File: config.mk
export PLATFORM = sky130hd
export DESIGN_NAME = hash_stream_ctrl_flat
export DESIGN_NICKNAME = d
export VERILOG_FILES = /design/src/rtl/hash_stream_ctrl_if.sv /design/src/rtl/hash_stream_ctrl.sv /design/src/flat_wrapper.sv
export SDC_FILE = /design/constraint.sdc
export NUM_CORES = 1
export LEC_CHECK = 0
export ABC_AREA = 1
export BUFFER_PORTS_ARGS = -buffer_cell sky130_fd_sc_hd__buf_2
export CELL_PAD_IN_SITES_DETAIL_PLACEMENT = 0
export CELL_PAD_IN_SITES_GLOBAL_PLACEMENT = 1
export CORE_MARGIN = 2
export CORE_UTILIZATION = 40
export CTS_BUF_LIST = sky130_fd_sc_hd__clkbuf_4
export CTS_CLUSTER_DIAMETER = 50
export DETAILED_ROUTE_END_ITERATION = 12
export GPL_ROUTABILITY_DRIVEN = 0
export PLACE_DENSITY_LB_ADDON = 0.1
export REMOVE_ABC_BUFFERS = 1
export SLEW_MARGIN = 20
export SYNTH_ARGS = -nofsm -noshare
export SYNTH_HDL_FRONTEND = slang
export SYNTH_SLANG_ARGS = --single-unit
File: constraint.sdc
create_clock -name clk -period 3.15 [get_ports clk]
set_input_delay 0.4725 -clock clk [delete_from_list [all_inputs] [get_ports clk]]
set_output_delay 0.4725 -clock clk [all_outputs]
set_load 0.1 [all_outputs]
File: src/rtl/hash_stream_ctrl_if.sv
// hash_stream_ctrl_if: input stream, hash core and output stream signals of hash_stream_ctrl
interface hash_stream_ctrl_if #(
  parameter int IN_W = 8,
  parameter int DIGEST_W = 160,
  parameter int OUT_W = 32
);
  logic i_valid;
  logic i_ready;
  logic [IN_W-1:0] i_data;
  logic core_start;
  logic [511:0] core_block;
  logic core_done;
  logic [DIGEST_W-1:0] core_digest;
  logic o_valid;
  logic o_ready;
  logic [OUT_W-1:0] o_data;
  logic o_last;
  logic busy;
  modport master (
    input i_valid, i_data, core_done, core_digest, o_ready,
    output i_ready, core_start, core_block, o_valid, o_data, o_last, busy
  );
  modport slave (
    output i_valid, i_data, core_done, core_digest, o_ready,
    input i_ready, core_start, core_block, o_valid, o_data, o_last, busy
  );
endinterface

File: src/rtl/hash_stream_ctrl.sv
// hash_stream_ctrl: packs input beats into 512-bit blocks, starts the hash core and streams out its digest; define OUT_BSWAP_EN to byte-reverse each output word
module hash_stream_ctrl #(
  parameter int IN_W = 8,
  parameter int DIGEST_W = 160,
  parameter int OUT_W = 32
) (
  input logic clk,
  input logic rst_n,
  hash_stream_ctrl_if.master bus
);
  localparam int BEATS = 512 / IN_W;
  localparam int WORDS = DIGEST_W / OUT_W;
  localparam int BW = $clog2(BEATS);
  localparam int WW = WORDS > 1 ? $clog2(WORDS) : 1;
  localparam logic [1:0] FILL = 2'd0, START = 2'd1, WAIT = 2'd2, DRAIN = 2'd3;
  localparam logic [BW-1:0] LAST_BEAT = BW'(BEATS - 1);
  localparam logic [WW-1:0] LAST_WORD = WW'(WORDS - 1);
  logic [1:0] state;
  logic [BW-1:0] beat_cnt;
  logic [WW-1:0] word_cnt;
  logic [511:0] blk;
  logic [DIGEST_W-1:0] sreg;
  logic [OUT_W-1:0] top, ow;
  logic in_hs, out_hs;
  assign in_hs = state == FILL && bus.i_valid;
  assign out_hs = state == DRAIN && bus.o_ready;
  assign top = sreg[DIGEST_W-1 -: OUT_W];
  assign bus.i_ready = state == FILL;
  assign bus.core_start = state == START;
  assign bus.core_block = blk;
  assign bus.o_valid = state == DRAIN;
  assign bus.o_data = ow;
  assign bus.o_last = state == DRAIN && word_cnt == LAST_WORD;
  assign bus.busy = state != FILL || beat_cnt != '0;
  // FSM and beat/word counters; core_done outside WAIT falls through untouched
  always_ff @(posedge clk or negedge rst_n)
    if (!rst_n) begin
      state <= FILL;
      beat_cnt <= '0;
      word_cnt <= '0;
    end else
      case (state)
        FILL: if (in_hs) begin
          beat_cnt <= beat_cnt == LAST_BEAT ? '0 : beat_cnt + 1'b1;
          state <= beat_cnt == LAST_BEAT ? START : FILL;
        end
        START: state <= WAIT;
        WAIT: if (bus.core_done) begin
          word_cnt <= '0;
          state <= DRAIN;
        end
        default: if (out_hs) begin
          word_cnt <= word_cnt + 1'b1;
          state <= word_cnt == LAST_WORD ? FILL : DRAIN;
        end
      endcase
  // block assembly (first beat at the top) and digest shift register
  always_ff @(posedge clk or negedge rst_n)
    if (!rst_n) begin
      blk <= '0;
      sreg <= '0;
    end else begin
      if (in_hs) blk[(BEATS - 1 - int'(beat_cnt)) * IN_W +: IN_W] <= bus.i_data;
      if (state == WAIT && bus.core_done) sreg <= bus.core_digest;
      else if (out_hs) sreg <= sreg << OUT_W;
    end
  // output word, optionally byte-reversed for little-endian consumers
  always_comb begin
    ow = top;
`ifdef OUT_BSWAP_EN
    for (int b = 0; b < OUT_W / 8; b++) ow[8*b +: 8] = top[OUT_W-8-8*b +: 8];
`endif
  end
endmodule

File: src/flat_wrapper.sv
// flat-port wrapper written by rule: the top's interface ports become plain ports
module hash_stream_ctrl_flat 
#(
  parameter int IN_W = 8,
  parameter int DIGEST_W = 160,
  parameter int OUT_W = 32
)
  (clk, rst_n, bus_i_valid, bus_i_data, bus_core_done, bus_core_digest, bus_o_ready, bus_i_ready, bus_core_start, bus_core_block, bus_o_valid, bus_o_data, bus_o_last, bus_busy);
  hash_stream_ctrl_if #(.IN_W(IN_W), .DIGEST_W(DIGEST_W), .OUT_W(OUT_W)) bus_i ();
  input logic clk;
  input logic rst_n;
  input wire logic [$bits(bus_i.i_valid)-1:0] bus_i_valid;
  input wire logic [$bits(bus_i.i_data)-1:0] bus_i_data;
  input wire logic [$bits(bus_i.core_done)-1:0] bus_core_done;
  input wire logic [$bits(bus_i.core_digest)-1:0] bus_core_digest;
  input wire logic [$bits(bus_i.o_ready)-1:0] bus_o_ready;
  output wire logic [$bits(bus_i.i_ready)-1:0] bus_i_ready;
  output wire logic [$bits(bus_i.core_start)-1:0] bus_core_start;
  output wire logic [$bits(bus_i.core_block)-1:0] bus_core_block;
  output wire logic [$bits(bus_i.o_valid)-1:0] bus_o_valid;
  output wire logic [$bits(bus_i.o_data)-1:0] bus_o_data;
  output wire logic [$bits(bus_i.o_last)-1:0] bus_o_last;
  output wire logic [$bits(bus_i.busy)-1:0] bus_busy;
  assign bus_i.i_valid = bus_i_valid;
  assign bus_i.i_data = bus_i_data;
  assign bus_i.core_done = bus_core_done;
  assign bus_i.core_digest = bus_core_digest;
  assign bus_i.o_ready = bus_o_ready;
  assign bus_i_ready = bus_i.i_ready;
  assign bus_core_start = bus_i.core_start;
  assign bus_core_block = bus_i.core_block;
  assign bus_o_valid = bus_i.o_valid;
  assign bus_o_data = bus_i.o_data;
  assign bus_o_last = bus_i.o_last;
  assign bus_busy = bus_i.busy;
  hash_stream_ctrl #(.IN_W(IN_W), .DIGEST_W(DIGEST_W), .OUT_W(OUT_W)) u_core (.clk(clk), .rst_n(rst_n), .bus(bus_i));
endmodule
After elaboration in Yosys (flattened, before gate mapping) --
Index checks and enable logic that the tools add are counted.
Storage, ports and cells: register bits after elaboration 683, output and inout bits 549, ROM bits 0, memories 0, word-level logic and storage cells 47, bits in writable memories 0, bits in latches 0
Operators by class: mux-type cells 13, bitwise gates (word level) 1, shift operators 2, add/sub/neg operators 4, div/mod/pow operators 0, multiply operators 0, equality and inequality tests 7, order comparisons 0, reductions and logical operators 15
Operators by type and width (number):
- bitwise mux 512 bit | 1
- variable shift 8 x 33 -> 512 bit (first input constant) | 1
- variable part select 8 x 33 -> 512 bit | 1
- two-way mux 160 bit | 2
- negator 32 -> 33 bit | 1
- two-way mux 2 bit | 4
- subtractor 6 x 6 -> 7 bit (first input constant) | 1
- adder 6 x 1 -> 6 bit (second input constant) | 1
- equality test 6 bit (second input constant) | 1
- two-way mux 3 bit | 2
- two-way mux 6 bit | 1
- one-hot mux 2 bit (3 select lines) | 1
- one-hot mux 3 bit (2 select lines) | 1
- AND reduction 3 bit | 2
- nonzero test 2 bit | 3
- nonzero test 6 bit | 1
- equality test 2 bit (second input constant) | 2
- logical AND 1 bit | 4
- nonzero test 4 bit | 1
- adder 3 x 1 -> 3 bit (second input constant) | 1
- equality test 3 bit (second input constant) | 1
- equality test 2 x 1 -> 1 bit (second input constant) | 1
- logical NOT 2 bit | 1
- != test 2 x 1 -> 1 bit (second input constant) | 1
- 6 further kinds | 6

Depth between registers and ports, before layout --
depth in word-level cells 4, depth in mapped cells 12, gate-level depth less buffers 11

Worst setup path after synthesis --
No wires, ideal clock.
path kind register -> register, from register u_core.state[0], to register u_core.state[0], buffers on the path 0, setup slack -878 ps, required time 3028 ps, data arrival time 3907 ps, cell stages (with the launch flop) 6, library setup time 122 ps, path through dfrtp_1 -> ha_1 -> inv_1 -> nor3_1 -> nor2_1 -> a22o_1
On the way: word-level cells in the longest chain between the ends 4, elaborated cells on any way between the ends 11, classes of those cells 5 x eq/ne; 1 x mux; 5 x reduce/logical
RTL lines:
- from (decl) | line hash_stream_ctrl.sv:18 | logic [1:0] state;
- from (signal assigned) | line hash_stream_ctrl.sv:45 | state <= beat_cnt == LAST_BEAT ? START : FILL;
- from (signal assigned) | line hash_stream_ctrl.sv:54 | state <= word_cnt == LAST_WORD ? FILL : DRAIN;
- equality test 2 bit
- named net bus_o_valid | line flat_wrapper.sv:20 | output wire logic [$bits(bus_i.o_valid)-1:0] bus_o_valid;
- logical AND 1 bit | line hash_stream_ctrl.sv:26 | assign out_hs = state == DRAIN && bus.o_ready;
- nonzero test 4 bit (no source line)
- AND reduction 3 bit (no source line)
The timed path passes the listed nets, and every way through them passes these cells. A chain may end at the register's enable or synchronous reset.

Worst setup path in the final report --
from register u_core.state[1], to output bus_busy
On the way: word-level cells in the longest chain between the ends 2
RTL lines:
- nonzero test 2 bit | line hash_stream_ctrl.sv:34 | assign bus.busy = state != FILL || beat_cnt != '0;
- logical OR 1 bit | line hash_stream_ctrl.sv:34
- to (decl) | line flat_wrapper.sv:23 | output wire logic [$bits(bus_i.busy)-1:0] bus_busy;
No other way between the ends.

==> metrics.yaml <==
status: "finished clean"
finalHoldViolCount: 0
yosys.area.top_type_share_pct: 56.6
dr_total_vias: 29746
ys_ff_latch: 683
max-cap-violations: 0
synth_top_area_cell: "dfrtp_1"
ios: 722
cp_max_fo: 5
cp_slowest_cell: "dfrtp_1"
final_area_um2: 39300
drt_first_pass_iters: 5
peakVddDrop_mv: 0.658
start_kind: "flop"
grt_pass1_vias: 29289
via_per_inst: 5.24
rsz0062_at_grt: "true"
fin_crit_ns: 2.98
overflow: 0
nets: 4751
r2r_slack_ns: 0.18
syn_inst: 3613
tritoncts: "done"
yosysSeqAreaShare_pct: 56.6
post-route-drc-count: 0
clkSinkCount: 683
ys_types: 31
antenna_found_initial: 8
fin_util_pct: 52.7
power_leakage_nw: 22.5
postRouteAntennaNets: 0
timing.rr.end: "u_core.bus.core_block[84]$_DFFE_PN0P_"
start_util_pct: 40.5
crit_family: "simple AND/OR/NAND/NOR gates"
tightest_slew_ns: 0.824
slowest_delay_ns: 0.41
place_area_um2: 35100
netlist_area_um2: 30200
fin_crit_sh_pct: 94.6
crit_buf_inv: 2
cts.clk_slew.worst_paths_ns: 0.06
finalClockSkew_ns: 0.0737
grt_pass1_wl_um: 181000
detail_route.wl_per_cell_um: 21.2
setup_violations: 0
clk_path_buf_depth: 3
maxSlewViolCount: 0
slew_headroom_pct: 45.0
portBuffers: 721
area_growth_pct: 30.0
r2r-start: "u_core.beat_cnt[0]$_DFFE_PN0P_"
synth_area_leaders: "dfrtp_1 (57%), nand2_1 (17%), nand4_1 (8.0%), o21ai_0 (6.6%), inv_1 (2.7%)"
final_common_cell: "nand2_1"
dp_hpwl_um: 84100
layout_common_cells: "nand2_1 (1345), buf_2 (718), dfrtp_1 (683)"
grt.total_usage_pct: 30.5
syn_area_per_cell_um2: 8.36
cts_root_buf: "clkbuf_4"
drt_wl_total_um: 120000
power_density_nw_per_um2: 922
die_w_um: 279
setup-tns-final_ns: 0
cp_data_arrival_time_ns: 2.51
path_class: "flop to primary output"
htree_levels: 4
rows: 100
fillers: 7374
timing.hold.ws_ns: 0.0964
grt_max_degree: 153
die-area_um2: 77700
path_cells: "inv_1 -> ha_1 -> nand2_1 -> nor3_1 -> nand3_1 -> buf_12"
drt_iter0_drc: 2563
hp-class: "input port to async pin"
max_clock_freq_mhz: 336
core_um2: 74600
worst_r2r_path_depth: 11
cp.required_ns: 2.68
cts_buffers: 191
insertion_delay_ns: 1.05
p_total_mw: 36.2
die_y_um: 279
crit_path_end_kind: "primary output"
synth_warnings: 0
layout-drive-gt1-share_pct: 25.0
-- cells in the mapped netlist (all sizes together) --
library cell,number
nor2,184
o221ai,1
o21bai,1
nand2,1349
o21ai,400
o22ai,2
nor3,40
clkbuf,127
o211ai,2
nor4,1
dfrtp,683
a21oi,1
nand4,390
xor2,2
inv,224
clkinv,3
nand3,70
a22o,1
buf,123
ha,9
-- power by group --
part / total, mW / internal (mW) / switching (mW)
Sequential: 11.4 / 10.5 / 0.839
Clock: 7.97 / 4.05 / 3.92
Combinational: 16.9 / 3.05 / 13.8
Total: 36.2 / 17.6 / 18.6
-- per-layer routing --
layer,GRT usage (%),vias to the layer above,share of wire (%)
met2,47.1,1238,46
met5,0,-,0.066
met1,40.3,14352,42
met4,14.2,12,4.5
met3,7.59,255,7.6
li1,-,13889,-
-- registers in the layout (all words and copies together), names as in the netlist --
name / count
u_core.word_cnt: 3
u_core.state: 2
u_core.beat_cnt: 6
u_core.sreg: 160
u_core.bus.core_block: 512
-- cells by family after synthesis --
kind of cell               Yosys count  share of synthesized area (%)
and+or+nand+nor                   2034                           29.5
DFF                                683                           56.6
buffers and inverters              477                           6.57
AOI/OAI and AO/OA                  408                           6.82
adders and majority gates            9                          0.373
xor gates and xnor gates             2                          0.120
-- how the worst max path moves through the flow --
stage | start | endpoint | slack, ns | depth (start not counted)
6_report | u_core.state[1]$_DFFE_PN0P_ | bus_busy | 0.17 | 6
5_1_grt | u_core.beat_cnt[0]$_DFFE_PN0P_ | u_core.bus.core_block[76]$_DFFE_PN0P_ | -0.02 | 8
4_1_cts | u_core.state[1]$_DFFE_PN0P_ | bus_busy | 0.006 | 6
3_5_place_dp | u_core.beat_cnt[0]$_DFFE_PN0P_ | u_core.bus.core_block[147]$_DFFE_PN0P_ | 0.07 | 10
3_3_place_gp | u_core.beat_cnt[0]$_DFFE_PN0P_ | u_core.bus.core_block[431]$_DFFE_PN0P_ | 0.15 | 11
2_1_floorplan | u_core.state[0]$_DFFE_PN0P_ | u_core.sreg[0]$_DFFE_PN0P_ | -4.28 | 5
-- final cells by class --
cell class / count / area (um2) / area share, %
flip-flops and latches: 683 / 17100 / 43.5
well taps: 969 / 1210 / 3.09
repair buffers: 1013 / 6590 / 16.8
diodes: 4 / 10.0 / 0.0255
inverters: 227 / 866 / 2.20
clock buffers: 273 / 2050 / 5.22
multi-input cells: 2453 / 11200 / 28.5
clock inverters: 52 / 264 / 0.672
-- stage by stage --
| stage | worst slack, ns | cells |
|---|---|---|
| global route | -0.0190 | 5672 |
| finish | 0.171 | 5674 |
| CTS | 0.00587 | 5663 |
| floorplan | -4.28 | 3363 |
| global placement | 0.151 | 5158 |
| detailed placement | 0.0749 | 5158 |
-- what timing repair did --
| action | 4_1_cts | 5_1_grt |
|---|---|---|
| pin swaps | 0 | 11 |
| hold endpoints to repair | 652 | 0 |
| buffers inserted | 0 | 7 |
| hold buffers | 180 | 0 |
| cloned | 0 | 0 |
| setup endpoints to repair | 1 | 142 |
| resized for setup | 1 | 8 |
(Power assumes the default switching activity.)
